**src/rtl/tt_sweep_ctrl_pkg.sv**
```systemverilog
// Shared types and widths for the truth-table sweep controller.
package tt_sweep_ctrl_pkg;

  typedef enum logic [1:0] {
    IDLE   = 2'd0,
    SETTLE = 2'd1,
    SAMPLE = 2'd2,
    DONE   = 2'd3
  } state_t;

  localparam int ROW_W = 3;
  localparam int TBL_W = 8;
  localparam logic [ROW_W-1:0] ROW_LAST = ROW_W'(TBL_W - 1);

endpackage

```
**src/rtl/tt_sweep_ctrl_settle_timer.sv**
```systemverilog
// Settle-time down-counter: load a count, decrement while enabled, expire at zero.
module settle_timer #(
  parameter int W = 8
) (
  input  logic         clk,
  input  logic         rst,
  input  logic         load,
  input  logic         count,
  input  logic [W-1:0] load_val,
  output logic         expire
);

  localparam logic [W-1:0] ONE = W'(1);

  logic [W-1:0] cnt;

  always_ff @(posedge clk or posedge rst) begin
    if (rst) begin
      cnt <= '0;
    end else if (load) begin
      cnt <= load_val;
    end else if (count && (cnt != '0)) begin
      cnt <= cnt - ONE;
    end
  end

  assign expire = (cnt == '0);

endmodule

```
**src/rtl/tt_sweep_ctrl.sv**
```systemverilog
// Sweeps all 8 input rows of a 3-input gate, samples its response after a
// programmable settle time and compares the measured truth table to a golden one.
module tt_sweep_ctrl
  import tt_sweep_ctrl_pkg::*;
#(
  parameter int SETTLE_W = 8
) (
  input  logic                clk,
  input  logic                rst,
  input  logic                start,
  input  logic                abort,
  input  logic [TBL_W-1:0]    expected,
  input  logic [SETTLE_W-1:0] settle_cycles,
  input  logic                dut_out,
  output logic [ROW_W-1:0]    dut_in,
  output logic                busy,
  output logic                done,
  output logic [TBL_W-1:0]    captured,
  output logic [TBL_W-1:0]    mismatch,
  output logic                pass
);

  localparam logic [SETTLE_W-1:0] S_ONE = SETTLE_W'(1);

  state_t               state;
  logic [ROW_W-1:0]     row;
  logic [ROW_W-1:0]     bit_idx;
  logic [TBL_W-1:0]     exp_l;
  logic [SETTLE_W-1:0]  s_lat;
  logic [SETTLE_W-1:0]  s_src;
  logic [SETTLE_W-1:0]  load_val;
  logic                 timer_load;
  logic                 timer_count;
  logic                 expire;

  // Row k lives at table bit 7-k, which for a 3-bit row is just ~k.
  assign bit_idx = ~row;

  // The timer counts remaining cycles after the current one, so a row holds
  // for max(S,1) cycles. On the accepting IDLE cycle the live input is used.
  always_comb begin
    s_src       = (state == IDLE) ? settle_cycles : s_lat;
    load_val    = (s_src == '0) ? '0 : (s_src - S_ONE);
    timer_load  = ((state == IDLE) && start) ||
                  ((state == SAMPLE) && !abort && (row != ROW_LAST));
    timer_count = (state == SETTLE);
  end

  settle_timer #(.W(SETTLE_W)) u_settle_timer (
    .clk      (clk),
    .rst      (rst),
    .load     (timer_load),
    .count    (timer_count),
    .load_val (load_val),
    .expire   (expire)
  );

  always_ff @(posedge clk or posedge rst) begin
    if (rst) begin
      state    <= IDLE;
      row      <= '0;
      exp_l    <= '0;
      s_lat    <= '0;
      dut_in   <= '0;
      busy     <= 1'b0;
      done     <= 1'b0;
      captured <= '0;
      mismatch <= '0;
      pass     <= 1'b0;
    end else begin
      done <= 1'b0;
      case (state)
        IDLE: begin
          dut_in <= '0;
          busy   <= 1'b0;
          if (start) begin
            exp_l    <= expected;
            s_lat    <= settle_cycles;
            captured <= '0;
            mismatch <= '0;
            pass     <= 1'b0;
            row      <= '0;
            busy     <= 1'b1;
            state    <= SETTLE;
          end
        end
        SETTLE: begin
          if (abort) begin
            busy   <= 1'b0;
            dut_in <= '0;
            state  <= IDLE;
          end else if (expire) begin
            state <= SAMPLE;
          end
        end
        SAMPLE: begin
          if (abort) begin
            busy   <= 1'b0;
            dut_in <= '0;
            state  <= IDLE;
          end else begin
            captured[bit_idx] <= dut_out;
            mismatch[bit_idx] <= dut_out ^ exp_l[bit_idx];
            if (row == ROW_LAST) begin
              dut_in <= '0;
              done   <= 1'b1;
              state  <= DONE;
            end else begin
              row    <= row + ROW_W'(1);
              dut_in <= row + ROW_W'(1);
              state  <= SETTLE;
            end
          end
        end
        DONE: begin
          pass  <= (mismatch == '0);
          busy  <= 1'b0;
          state <= IDLE;
        end
        default: begin
          busy   <= 1'b0;
          dut_in <= '0;
          state  <= IDLE;
        end
      endcase
    end
  end

endmodule
```
**config.mk**
```make
export PLATFORM = sky130hd
export DESIGN_NAME = tt_sweep_ctrl
export DESIGN_NICKNAME = d
export VERILOG_FILES = /design/src/rtl/tt_sweep_ctrl_pkg.sv /design/src/rtl/tt_sweep_ctrl_settle_timer.sv /design/src/rtl/tt_sweep_ctrl.sv
export SDC_FILE = /design/constraint.sdc
export NUM_CORES = 1
export LEC_CHECK = 0
export CORE_MARGIN = 1.5
export CORE_UTILIZATION = 54
export DETAILED_ROUTE_END_ITERATION = 12
export HOLD_SLACK_MARGIN = 0.08
export PLACE_DENSITY_LB_ADDON = 0.12
export SYNTH_ARGS = -nofsm -noshare
export SYNTH_HDL_FRONTEND = slang
export SYNTH_SLANG_ARGS = --single-unit
```
**constraint.sdc**
```tcl
create_clock -name clk -period 3 [get_ports clk]
set_clock_uncertainty 0.2 [all_clocks]
set_input_delay 0.3 -clock clk [delete_from_list [all_inputs] [get_ports clk]]
set_output_delay 0.3 -clock clk [all_outputs]
set_load 0.02 [all_outputs]
```
After elaboration in Yosys (flattened, before gate mapping)

Cells that the tools add are included.

Bits in registers: 51
Bits in latches: 0
Memory bits (writable): 0
Memory bits (read-only): 0
Bits of input ports: 21
Output and inout bits: 22
Word-level logic and storage cells: 89
Memories: 0

$add $sub $neg: 3
$mul: 0
Div/mod/pow operators: 0
Magnitude comparators: 2
Equal/unequal tests: 11
Shift operators: 0
Mux-type cells: 37
Bitwise logic cells: 2
Reductions and logical operators: 23

Operators by type and width:

| operator                                                                     | number |
|---|---|
| 8-bit 2-to-1 mux                                                             | 7 |
| 8-bit one-hot mux with 2 select lines                                        | 2 |
| 8-bit zero test                                                              | 3 |
| 3-bit 2-to-1 mux                                                             | 6 |
| 8-bit bitwise mux                                                            | 2 |
| 8-bit by 1-bit subtractor with 8-bit output, second input constant           | 2 |
| 2-bit 2-to-1 mux                                                             | 5 |
| 3-bit one-hot mux with 3 select lines                                        | 1 |
| 1-bit 2-to-1 mux                                                             | 8 |
| 2-bit inequality test, second input constant                                 | 4 |
| 2-bit one-hot mux with 4 select lines                                        | 1 |
| 2-bit AND reduction                                                          | 4 |
| 8-bit nonzero test                                                           | 1 |
| 3-bit inequality test, second input constant                                 | 2 |
| 3-bit one-hot mux with 2 select lines                                        | 1 |
| 2-bit nonzero test                                                           | 3 |
| 1-bit logical AND                                                            | 5 |
| 2-bit == test, second input constant                                         | 2 |
| 3-bit by 4-bit less-than comparator with 1-bit output, second input constant | 1 |
| 4-bit AND reduction                                                          | 1 |
| 3-bit by 1-bit adder with 3-bit output, second input constant                | 1 |
| 1-bit binary-select mux with 3-bit select                                    | 1 |
| 1-bit demux with 3-bit select                                                | 1 |
| 3-bit == test, second input constant                                         | 1 |
| 13 further kinds                                                             | 13 |

Longest topological paths before layout

Word-level depth: 8
Mapped depth: 11
Gate-level depth less buffers: 9

By module

A second synthesis with hierarchy kept.

Cell total of the unflattened synthesis: 268
Area, all modules: 2797.7 sq um

Modules (own cells, without submodules):

| module        | times used | cells each | area an instance (sq um) | seq. area each (sq um) |
|---|---|---|---|---|
| tt_sweep_ctrl | 1          | 215        | 2302.2                   | 1076.0 |
| settle_timer  | 1          | 53         | 495.5                    | 200.2 |

Worst setup path before layout

OpenSTA, ideal clock, no wires.

Kind: reg2reg
Start point: reg state[0]
End point: reg u_settle_timer.cnt[4]
Library setup time: 0.118 ns
Arrival: 2.280 ns
Data required time: 2.682 ns
Slack: 0.403 ns
Cell stages (with the launch flop): 12
Buffers on the path: 2
Period minus slack after synthesis: 2.597 ns
Path through: dfrtp_1 -> inv_1 -> ha_1 -> buf_2 -> buf_2 -> mux2i_1 -> ha_1 -> nor4b_1 -> a31oi_1 -> xor2_1 -> a21oi_1 -> nor2_1

Longest elaborated chain between the ends: 5
Elaborated cells on any way between the ends: 14
Classes of those cells: add/sub: 1; eq/ne: 2; mux: 3; reduce/logical: 8

Ends and longest elaborated chain:

| element                                                                   | RTL line                                                      | source |
|---|---|---|
| start: declaration                                                        | tt_sweep_ctrl.sv:25                                           | `state_t state;` |
| start signal: assignment                                                  | tt_sweep_ctrl.sv:60                                           | `state <= IDLE;` |
| start signal: assignment                                                  | tt_sweep_ctrl.sv:84                                           | `state <= SETTLE;` |
| start signal: assignment                                                  | tt_sweep_ctrl.sv:91                                           | `state <= IDLE;` |
| 2-bit zero test / 2-bit == test (equally long branches)                   | tt_sweep_ctrl.sv:42, tt_sweep_ctrl.sv:44, tt_sweep_ctrl.sv:45 |  |
| 8-bit 2-to-1 mux / 1-bit logical AND (equally long branches)              | tt_sweep_ctrl.sv:42, tt_sweep_ctrl.sv:45                      |  |
| 8-bit by 1-bit subtractor with 8-bit output, or another cell as far along | tt_sweep_ctrl.sv:43                                           | `load_val = (s_src == '0) ? '0 : (s_src - S_ONE);` |
| 8-bit 2-to-1 mux / 1-bit logical OR (equally long branches)               | tt_sweep_ctrl.sv:43, tt_sweep_ctrl.sv:44                      |  |
| 8-bit 2-to-1 mux / 2-bit nonzero test (equally long branches)             | n/a                                                           |  |
| end signal: assignment                                                    | tt_sweep_ctrl_settle_timer.sv:21                              | `cnt <= load_val;` |
| end signal: assignment                                                    | tt_sweep_ctrl_settle_timer.sv:23                              | `cnt <= cnt - ONE;` |
| end: declaration                                                          | tt_sweep_ctrl_settle_timer.sv:15                              | `logic [W-1:0] cnt;` |

Parallel ways exist; a longest one is shown, timed or not.
A chain may end at the register's enable or synchronous reset.

Worst setup path in the final report

Ends and elaborated chain as after synthesis.

==> results.ini <==
[sta]
worst_slack_ns=0.506
tightest_slew_ns=0.535
fin_setup_tns_ns=0
setup_violations=0
hold_viol_final=0
period_share_pct=83.1
max_freq_mhz=401
whs_ns=0.129
rsz0062_at_grt=false
slew_headroom_pct=64.3
finalCriticalPeriod_ns=2.49
slew_violations=0

[critical_path]
required_ns=3.01
start_kind=flop
startpoint=state[0]
crit_arrival_ns=2.50
r2r_start=state[0]
worst-path-stages=9
crit_path_frequent_cell=ha_1
ff2ff_path_depth=9
slowest_stage=dfrtp_1
worstPathCellList=inv_1 -> ha_1 -> mux2i_1 -> ha_1 -> nor4b_1 -> a31oi_1 -> xor2_1 -> a21oi_1 -> nor2_1
cp_max_fo=5
r2r_end=u_settle_timer.cnt[4]
worstSetupEndpointType=flop
path_class=reg -> reg
crit_family=adder cells
cp.buffers_inverters=1
critical-path-max-stage-delay_ns=0.44
rrSetupSlack_ns=0.51

[clocking]
ctsResizeCount=0
cts_tree=yes
cts_buffers=5
clk_latency_ns=0.32
clkTransAtPathRegs_ns=0.11
clock-sinks=51
hold_buffers=0
cts_root_buf=clkbuf_8
cts_max_level=2
cts_setup_buffers=0
cts_max_path_buffers=2

[final_layout]
finish.instance_area_mm2=0.00342
nets=342
fillers=407
layout-drive-gt1-share_pct=12.5
antenna_cells=0
area_growth_pct=22.3

[yosys]
syn_inst=267
synth_cell_type_count=48
synth_nets=299
ys_seq_area_share_pct=45.6
synth-edff-count=0
synth_ff_type=dfrtp_1
yosysWarningCount=0
syn_area_mm2=0.00280
synth_area_per_cell_um2=10.5
synthArstFlopShare_pct=100
ys_ff_latch=51

[placement]
dp_hpwl_mm=4.41
placed_area_mm2=0.00331
pre_cts_ws_ns=0.503
gp_congestion=0.837
io_buffers=42

[floorplan]
die_area_mm2=0.00562
die_w_um=75.0
num_rows=26
die_h_um=75.0
design.portCount=43
core_area_mm2=0.00504
start_util_pct=55.5

[detailed_routing]
drt-total-wl_mm=5.83
num_vias=2155
via_per_inst=5.66
firstDrtPassIters=4
wire_per_inst_um=15.3
drtAntennaViolNets=0
post-route-drc-count=0
drtIter0Drc=143

[global_route]
antenna_found_initial=0
grt_overflow=0
grt_pass1_vias=1975
grt_max_degree=29
track_usage_pct=22.8
grt_pass1_wl_mm=9.65

[power]
peakVddDrop_v=0.000456
p_leak_uw=0.00144
power_density_mw_per_mm2=732

[worst_hold_path]
hold_path.class=in -> async

[status]
status=finished, final reports clean

[flow_run]
max_cap_violations=0

==> cell families after synthesis <==
family | Yosys count | share of synthesized area, %
simple gates | 95 | 18.2
flops | 51 | 45.6
compound gates | 47 | 11.3
mux | 36 | 14.6
buf+inv | 18 | 2.59
fa+ha+maj | 11 | 4.92
xor+xnor | 9 | 2.82
==> power by group <==
| part | switching [uW] | leakage [uW] | internal, uW |
|---|---|---|---|
| Combinational | 492 | 0.000721 | 466 |
| Clock | 248 | 0.0000587 | 253 |
| Sequential | 177 | 0.000657 | 868 |
| Total | 917 | 0.00144 | 1590 |
==> flip-flops by register name, indices dropped and copies added, names as in the netlist <==
name / cells
pass: 1
u_settle_timer.cnt: 8
busy: 1
s_lat: 8
captured: 8
dut_in: 3
row: 3
mismatch: 8
done: 1
exp_l: 8
state: 2
==> synth_stat cells, types with 2 or more instances <==
cell type | count | share of area, %
dfrtp_1 | 51 | 46
nand2_1 | 25 | 3.4
mux2_2 | 17 | 6.8
mux2i_1 | 15 | 5.4
nand3_1 | 15 | 2.7
o21ai_0 | 14 | 2.5
nor2_1 | 13 | 1.7
ha_1 | 11 | 4.9
nor2b_1 | 10 | 2.2
inv_1 | 8 | 1.1
nor3_1 | 8 | 1.4
o22ai_1 | 8 | 1.8
a21oi_1 | 7 | 1.3
nand2b_1 | 6 | 1.3
a31oi_1 | 5 | 1.1
clkbuf_1 | 5 | 0.67
xnor2_1 | 5 | 1.6
buf_2 | 4 | 0.72
xor2_1 | 4 | 1.3
nor4b_1 | 3 | 0.94
a32o_1 | 2 | 0.72
mux2_1 | 2 | 0.80
mux4_2 | 2 | 1.6
nor4_1 | 2 | 0.45
nor4_2 | 2 | 0.89
==> stage by stage <==
step / utilization, % / std cells / total power, uW
2_1_floorplan: - / 267 / 1770
3_3_place_gp: 65.6 / 373 / 1990
3_5_place_dp: 65.6 / 373 / 2020
4_1_cts: 67.9 / 381 / 2520
5_1_grt: 67.9 / 381 / 2680
6_report: 67.9 / 381 / 2500
==> layout make-up <==
type	count	area [um2]	area share, %
multi-input cells	198	1450	42.4
clock buffers	5	68.8	2.01
inverters	8	30.0	0.877
repair buffers	46	463	13.5
clock inverters	3	47.5	1.39
flip-flops and latches	51	1280	37.3
well taps	70	87.6	2.56
==> worst max path at each step <==
stage,endpoint,slack (ns)
6_report,u_settle_timer.cnt[4],0.51
5_1_grt,u_settle_timer.cnt[4],0.30
2_1_floorplan,u_settle_timer.cnt[4],0.40
4_1_cts,u_settle_timer.cnt[4],0.49
3_5_place_dp,u_settle_timer.cnt[4],0.50
3_3_place_gp,u_settle_timer.cnt[4],0.63
==> layout by cell type, fill, tap and decap left out, types with 2 or more instances in the layout <==
master / synthesis / routed
dfrtp_1: 51 / 51
clkdlybuf4s50_1: 0 / 42
nand2_1: 25 / 25
mux2_2: 17 / 17
nand3_1: 15 / 15
mux2i_1: 15 / 15
o21ai_0: 14 / 14
nor2_1: 13 / 13
ha_1: 11 / 11
nor2b_1: 10 / 10
o22ai_1: 8 / 8
nor3_1: 8 / 8
inv_1: 8 / 7
a21oi_1: 7 / 7
nand2b_1: 6 / 6
xnor2_1: 5 / 5
a31oi_1: 5 / 5
clkbuf_8: 0 / 5
xor2_1: 4 / 4
nor4b_1: 3 / 3
buf_4: 0 / 3
mux4_2: 2 / 2
a32o_1: 2 / 2
nor4_2: 2 / 2
mux2_1: 2 / 2
nor4_1: 2 / 2
==> per-layer routing <==
layer	part of all wire [%]	global-route usage, %	wire, um	vias up
li1	-	-	-	1060
met1	47	32.5	2730	1044
met2	49	35.0	2840	46
met3	3.5	4.69	204	5
met4	0.99	7.27	58	0
met5	0	0	0	-
(Power assumes the default switching activity.)
